$ cat src/rtl/regfile_bus_arbiter.sv
// Two-master round-robin arbiter that shares the single register-file access port.
// Each grant issues one strobe; read data is captured into a per-master output register.
module regfile_bus_arbiter #(
    parameter int ADDR_W     = 10,
    parameter int DATA_W     = 32,
    parameter int RD_LATENCY = 1
) (
    input  logic              clk,
    input  logic              rst,
    input  logic              m0_req,
    input  logic              m0_we,
    input  logic [ADDR_W-1:0] m0_addr,
    input  logic [DATA_W-1:0] m0_wdata,
    output logic              m0_ack,
    output logic [DATA_W-1:0] m0_rdata,
    input  logic              m1_req,
    input  logic              m1_we,
    input  logic [ADDR_W-1:0] m1_addr,
    input  logic [DATA_W-1:0] m1_wdata,
    output logic              m1_ack,
    output logic [DATA_W-1:0] m1_rdata,
    output logic              rf_wr_en,
    output logic              rf_rd_en,
    output logic [ADDR_W-1:0] rf_addr,
    output logic [DATA_W-1:0] rf_wdata,
    input  logic [DATA_W-1:0] rf_rdata,
    output logic              busy,
    output logic              grant_id
);
    // state | meaning
    // IDLE  | no transaction; arbitrate pending requests
    // ISSUE | single-cycle rf strobe using latched addr/wdata
    // WAIT  | count out the read latency, capture rf_rdata on the last cycle
    // ACK   | one-cycle ack pulse to the granted master

    generate
        if (RD_LATENCY < 1 || RD_LATENCY > 4) begin : g_bad_rd_latency
            $error("regfile_bus_arbiter: RD_LATENCY must be in 1..4");
        end
    endgenerate

    typedef enum logic [1:0] {
        IDLE  = 2'd0,
        ISSUE = 2'd1,
        WAIT  = 2'd2,
        ACK   = 2'd3
    } state_t;

    localparam logic [1:0] WAIT_INIT = 2'(RD_LATENCY - 1);

    state_t            state;
    state_t            state_next;
    logic              last_grant;
    logic              owner;
    logic              lat_we;
    logic [ADDR_W-1:0] lat_addr;
    logic [DATA_W-1:0] lat_wdata;
    logic [DATA_W-1:0] rdata0;
    logic [DATA_W-1:0] rdata1;
    logic [1:0]        wait_cnt;
    logic              grant_any;
    logic              grant_sel;

    // Contention goes to the master that did not win last time.
    always_comb begin
        grant_any = m0_req | m1_req;
        grant_sel = m1_req & (~m0_req | ~last_grant);
    end

    always_ff @(posedge clk or posedge rst) begin
        if (rst) begin
            state <= IDLE;
        end else begin
            state <= state_next;
        end
    end

    always_comb begin
        state_next = state;
        unique case (state)
            IDLE:    if (grant_any) state_next = ISSUE;
            ISSUE:   state_next = lat_we ? ACK : WAIT;
            WAIT:    if (wait_cnt == 2'd0) state_next = ACK;
            ACK:     state_next = IDLE;
            default: state_next = IDLE;
        endcase
    end

    always_ff @(posedge clk or posedge rst) begin
        if (rst) begin
            last_grant <= 1'b1;
            owner      <= 1'b0;
            lat_we     <= 1'b0;
            lat_addr   <= '0;
            lat_wdata  <= '0;
            wait_cnt   <= '0;
            rdata0     <= '0;
            rdata1     <= '0;
        end else begin
            if (state == IDLE && grant_any) begin
                owner      <= grant_sel;
                last_grant <= grant_sel;
                lat_we     <= grant_sel ? m1_we    : m0_we;
                lat_addr   <= grant_sel ? m1_addr  : m0_addr;
                lat_wdata  <= grant_sel ? m1_wdata : m0_wdata;
            end
            if (state == ISSUE) begin
                wait_cnt <= WAIT_INIT;
            end else if (state == WAIT && wait_cnt != 2'd0) begin
                wait_cnt <= wait_cnt - 2'd1;
            end
            if (state == WAIT && wait_cnt == 2'd0) begin
                if (owner) begin
                    rdata1 <= rf_rdata;
                end else begin
                    rdata0 <= rf_rdata;
                end
            end
        end
    end

    // Address/data come straight from the latches so they never follow requester inputs.
    always_comb begin
        rf_wr_en = 1'b0;
        rf_rd_en = 1'b0;
        m0_ack   = 1'b0;
        m1_ack   = 1'b0;
        unique case (state)
            ISSUE: begin
                rf_wr_en = lat_we;
                rf_rd_en = ~lat_we;
            end
            ACK: begin
                m0_ack = ~owner;
                m1_ack = owner;
            end
            default: ;
        endcase
        rf_addr  = lat_addr;
        rf_wdata = lat_wdata;
        m0_rdata = rdata0;
        m1_rdata = rdata1;
        busy     = (state != IDLE);
        grant_id = owner;
    end
endmodule
$ cat config.mk
export PLATFORM = sky130hd
export DESIGN_NAME = regfile_bus_arbiter
export DESIGN_NICKNAME = d
export VERILOG_FILES = /design/src/rtl/regfile_bus_arbiter.sv
export SDC_FILE = /design/constraint.sdc
export NUM_CORES = 1
export LEC_CHECK = 0
export BUFFER_PORTS_ARGS = -buffer_cell sky130_fd_sc_hd__clkbuf_2
export CORE_MARGIN = 1
export CORE_UTILIZATION = 30
export CTS_CLUSTER_SIZE = 12
export DETAILED_ROUTE_END_ITERATION = 6
export GPL_ROUTABILITY_DRIVEN = 0
export PLACE_DENSITY = 0.59
export SYNTH_ARGS = -nofsm -noshare
export SYNTH_HDL_FRONTEND = slang
export SYNTH_SLANG_ARGS = --single-unit
$ cat constraint.sdc
create_clock -name clk -period 4.65 [get_ports clk]
set_input_delay 0.93 -clock clk [delete_from_list [all_inputs] [get_ports clk]]
set_output_delay 0.93 -clock clk [all_outputs]
set_load 0.01 [all_outputs]
; ---- Yosys cells after proc, flatten, opt, wreduce, memory -nomap -nowiden
; Index checks and enable logic that the tools add are counted.
; Widths: inputs -> output; s select.
[classes]
add_sub_neg = 1
eq_ne = 5
mux = 13
bitwise_logic = 7
n_reduce_logical = 11
[ops]
columns = op, n
row1 = $mux 32, 1
row2 = $mux 10, 1
row3 = $mux 2, 4
row4 = $pmux 2 s4, 1
row5 = $mux 1, 6
row6 = $reduce_and 2->1, 3
row7 = $reduce_bool 2->1, 3
row8 = $eq 2x2->1 const B, 2
row9 = $logic_not 2->1, 2
row10 = $ne 2x2->1 const B, 2
row11 = $not 1->1, 4
row12 = $logic_and 1x1->1, 3
row13 = $eq 2x1->1 const B, 1
row14 = $or 1x1->1, 2
row15 = $sub 2x1->2 const B, 1
row16 = $and 1x1->1, 1
[word_totals]
regBits = 113
out_inout_bits = 112
elab_cells = 46

; ---- Longest topological paths before layout
[depth]
depth_word = 4
ltp_mapped = 8

; ---- Worst setup path after synthesis
; No wires, ideal clock.
[synth_timing]
path_type = reg2out
start = register state[1]
end = output port rf_rd_en
arrival_ns = 0.890
required_time_ns = 3.720
slack_ns = 2.830
path_stages_with_launch = 4
n_path_buf = 0
path_cell_list = dfrtp_1 > inv_1 > ha_1 > nor2b_1
[synth_via]
elab_chain_cells = 2
[synth_rtl]
columns = element, line
row1 = "start, declared", 51  ; state_t state;
row2 = "start signal, assigned", 74  ; state <= state_next;
row3 = $eq 2x1->1, 128  ; unique case (state)
row4 = $mux 1, 128
row5 = "end, declared", 23  ; output logic rf_rd_en,
; Every way passes these cells.

; ---- Worst setup path after layout
[layout_timing]
start = register state[0]
end = output port busy
[layout_via]
elab_chain_cells = 1
[layout_rtl]
columns = element, line
row1 = $reduce_bool 2->1, 143  ; busy = (state != IDLE);
row2 = "end, declared", 27  ; output logic busy,
; Every way passes these cells.

==> flow_summary.json <==
{
  "status": "complete, no violations",
  "cellLeakagePower_nw": 3.288,
  "syn_nets": 541,
  "path_clk_slew_ns": 0.05,
  "syn_inst": 413,
  "cts_buffers": 17,
  "place_hpwl_um": 8581,
  "hold_class": "flip-flop to flip-flop",
  "synth_cell_type_count": 25,
  "drive_above_1_share_pct": 51.15,
  "routed_wl_um": 12390,
  "drt-pass1-iter-count": 4,
  "initial_utilization_pct": 30.89,
  "powerDensity_nw_per_um2": 732.3,
  "dp_slack_ns": 2.164,
  "cp.arrival_ns": 1.60,
  "p_int_mw": 3.124,
  "grt_antenna_before_repair": 0,
  "fin_crit_ns": 2.525,
  "io_buffers": 233,
  "dp.cells": 835,
  "totalNegativeSetupSlack_ns": 0,
  "post_cts_buffers": 0,
  "vias": 3949,
  "end_kind": "output port",
  "switchingPower_mw": 1.695,
  "final_cell_area_um2": 6580,
  "finish.net_count": 771,
  "pwr-share-clk_pct": 24.2,
  "ys_async_sr_fraction_pct": 100.0,
  "die_x_um": 127.3,
  "criticalPathCategory": "flip-flop to output port",
  "cpPeakStageDelay_ns": 0.39,
  "yosysWarnings": 0,
  "crit_chain": "inv_1, ha_1, inv_1, clkbuf_2",
  "core.rowCount": 45,
  "cts_tree": "built",
  "ys_top_cells_by_count": "dfrtp_1 (112), a21oi_1 (88), mux2_2 (65)",
  "first_global_vias": 4137,
  "grt_max_degree": 45,
  "wl_per_cell_um": 14.34,
  "synth.most_common_cell": "dfrtp_1",
  "yosys.area.top_type": "dfrtp_1",
  "swShare_pct": 35.18,
  "slew_viol_final": 0,
  "clockBufferDepth": 2,
  "setup_viol": 0,
  "crit_slowest_cell": "dfrtp_1",
  "cts_resized": 0,
  "rsz0062_at_grt": "false",
  "syn_area_um2": 4713,
  "stdcell_count": 864,
  "pwr-share-comb_pct": 39.1,
  "fin_ws_ns": 2.125,
  "core_area_um2": 15260,
  "maxCapViolCount": 0,
  "grt-ovfl-total": 0,
  "drt_iter0_markers": 134,
  "timing.fmax_mhz": 396.0,
  "yosys.area.top_type_share_pct": 59.46,
  "relSlewSlack_pct": 22.00,
  "rrSetupSlack_ns": 2.45,
  "h-tree-depth": 4,
  "start_kind": "flip-flop",
  "cp_common_cell": "inv_1",
  "hold_viol_final": 0,
  "hold_slack_ns": 0.5020,
  "antenna_cells": 0,
  "synth-edff-count": 0,
  "synthFlopType": "dfrtp_1",
  "pwr-share-seq_pct": 36.7,
  "yosys-top-cells-area": "dfrtp_1 (59%), mux2_2 (16%), a21oi_1 (9.3%)",
  "required_ns": 3.72,
  "die-area_um2": 16220,
  "root_buffer": "clkbuf_16",
  "post-route-drc-count": 0,
  "worstMarginPinSlew_ns": 1.166,
  "ioPinCount": 234,
  "viasPerCell": 4.571,
  "fin_crit_sh_pct": 54.31,
  "path_max_fanout": 7,
  "grt_usage_pct": 15.92,
  "synth_sequential_area_ratio_pct": 60.02,
  "ys_ff_latch": 113,
  "placed_area_um2": 6053,
  "peakVddDrop_mv": 0.3163,
  "syn_avg_cell_area_um2": 11.41,
  "hold_buffers": 0,
  "clock_skew_ns": 0.008653,
  "die_h_um": 127.3,
  "ant_nets": 0,
  "clock-sinks": 113,
  "layout-area-overhead-vs-synth_pct": 39.61,
  "grt_pass1_wl_um": 19880,
  "insertion_delay_ns": 0.41
}
stage by stage:
step | total power [mW] | utilization, %
final | 4.819 | 43.12
after global routing | 5.171 | 43.12
after CTS | 4.896 | 43.12
after detailed placement | 3.701 | 39.67
after global placement | 3.620 | 39.67
after floorplan | 2.901 | -
flip-flops by register name (all words and copies together) (netlist names):
register / flops
m0_rdata: 32
m1_rdata: 32
rf_wdata: 32
rf_addr: 10
state: 2
wait_cnt: 2
grant_id: 1
last_grant: 1
lat_we: 1
worst max-delay path: cells and delay by family, from the launching register on:
kind       cells  cell delay [ns]
flops          1             0.39
buf+inv        3             0.43
fa+ha+maj      1             0.38
layout by cell type, fill, tap and decap left out:
master and count:
a211o_1 1, a211oi_1 1, a21bo_2 1, a21boi_4 1, a21oi_1 88, a22oi_1 1, a31oi_1 1, and2_1 2
buf_4 4, bufinv_16 1, clkbuf_1 3, clkbuf_16 17, clkbuf_2 233, clkbuf_8 2, clkinv_2 5, clkinvlp_4 1
dfrtp_1 112, dfstp_2 1, ha_1 6, inv_1 5, inv_4 1, mux2_2 65, nand2_1 44, nand3_2 1
nand3b_1 1, nor2_1 47, nor2b_1 3, nor3_1 1, o21a_1 1, o21ai_1 1, o21ai_4 1, xnor2_1 1
layout make-up:
class | count | area (um2)
clock buffer | 22 | 464.2
clock inverter | 7 | 62.56
fill | 1466 | 8678
inverter | 6 | 25.02
multi-input combinational | 268 | 1739
sequential | 113 | 2829
tap | 211 | 264.0
timing repair buffer | 237 | 1196
power by group through the flow:
stage	registers (mW)	clock network, mW	logic, mW
6_report	1.77	1.16	1.88
5_1_grt	1.83	1.25	2.09
4_1_cts	1.78	1.20	1.92
3_5_place_dp	1.78	0	1.92
3_3_place_gp	1.75	0	1.87
2_1_floorplan	1.97	0	0.927
final timing paths:
check | endpoint | from | depth (start not counted)
min reg2reg | m1_rdata[20] | m1_rdata[20] | 1
min in group asynchronous | rf_wdata[3] | rst | 2
max reg2reg | m1_rdata[14] | state[0] | 4
max | busy | state[0] | 4
max in group asynchronous | m1_rdata[1] | rst | 3
min | m1_rdata[20] | m1_rdata[20] | 1
cells by family (layout without fill, tap and decap cells):
family	after synthesis	after routing	share of synthesized area (%)
compound gates	97	97	11.04
xor+xnor	1	1	0.1859
fa+ha+maj	6	6	1.593
buf+inv	32	272	3.345
flops	113	113	60.02
mux	65	65	15.53
simple gates	99	99	8.282
layer usage:
metal / part of all wire [%] / wire length [um] / GRT usage, % / vias to the layer above
met5: 0 / 0 / 0 / -
met1: 40 / 4966 / 17.67 / 1889
met2: 49 / 6079 / 27.42 / 187
li1: - / - / - / 1862
met4: 1.4 / 168 / 6.723 / 0
met3: 9.5 / 1178 / 5.863 / 11
Note: power is estimated with default switching activity, not from simulation.
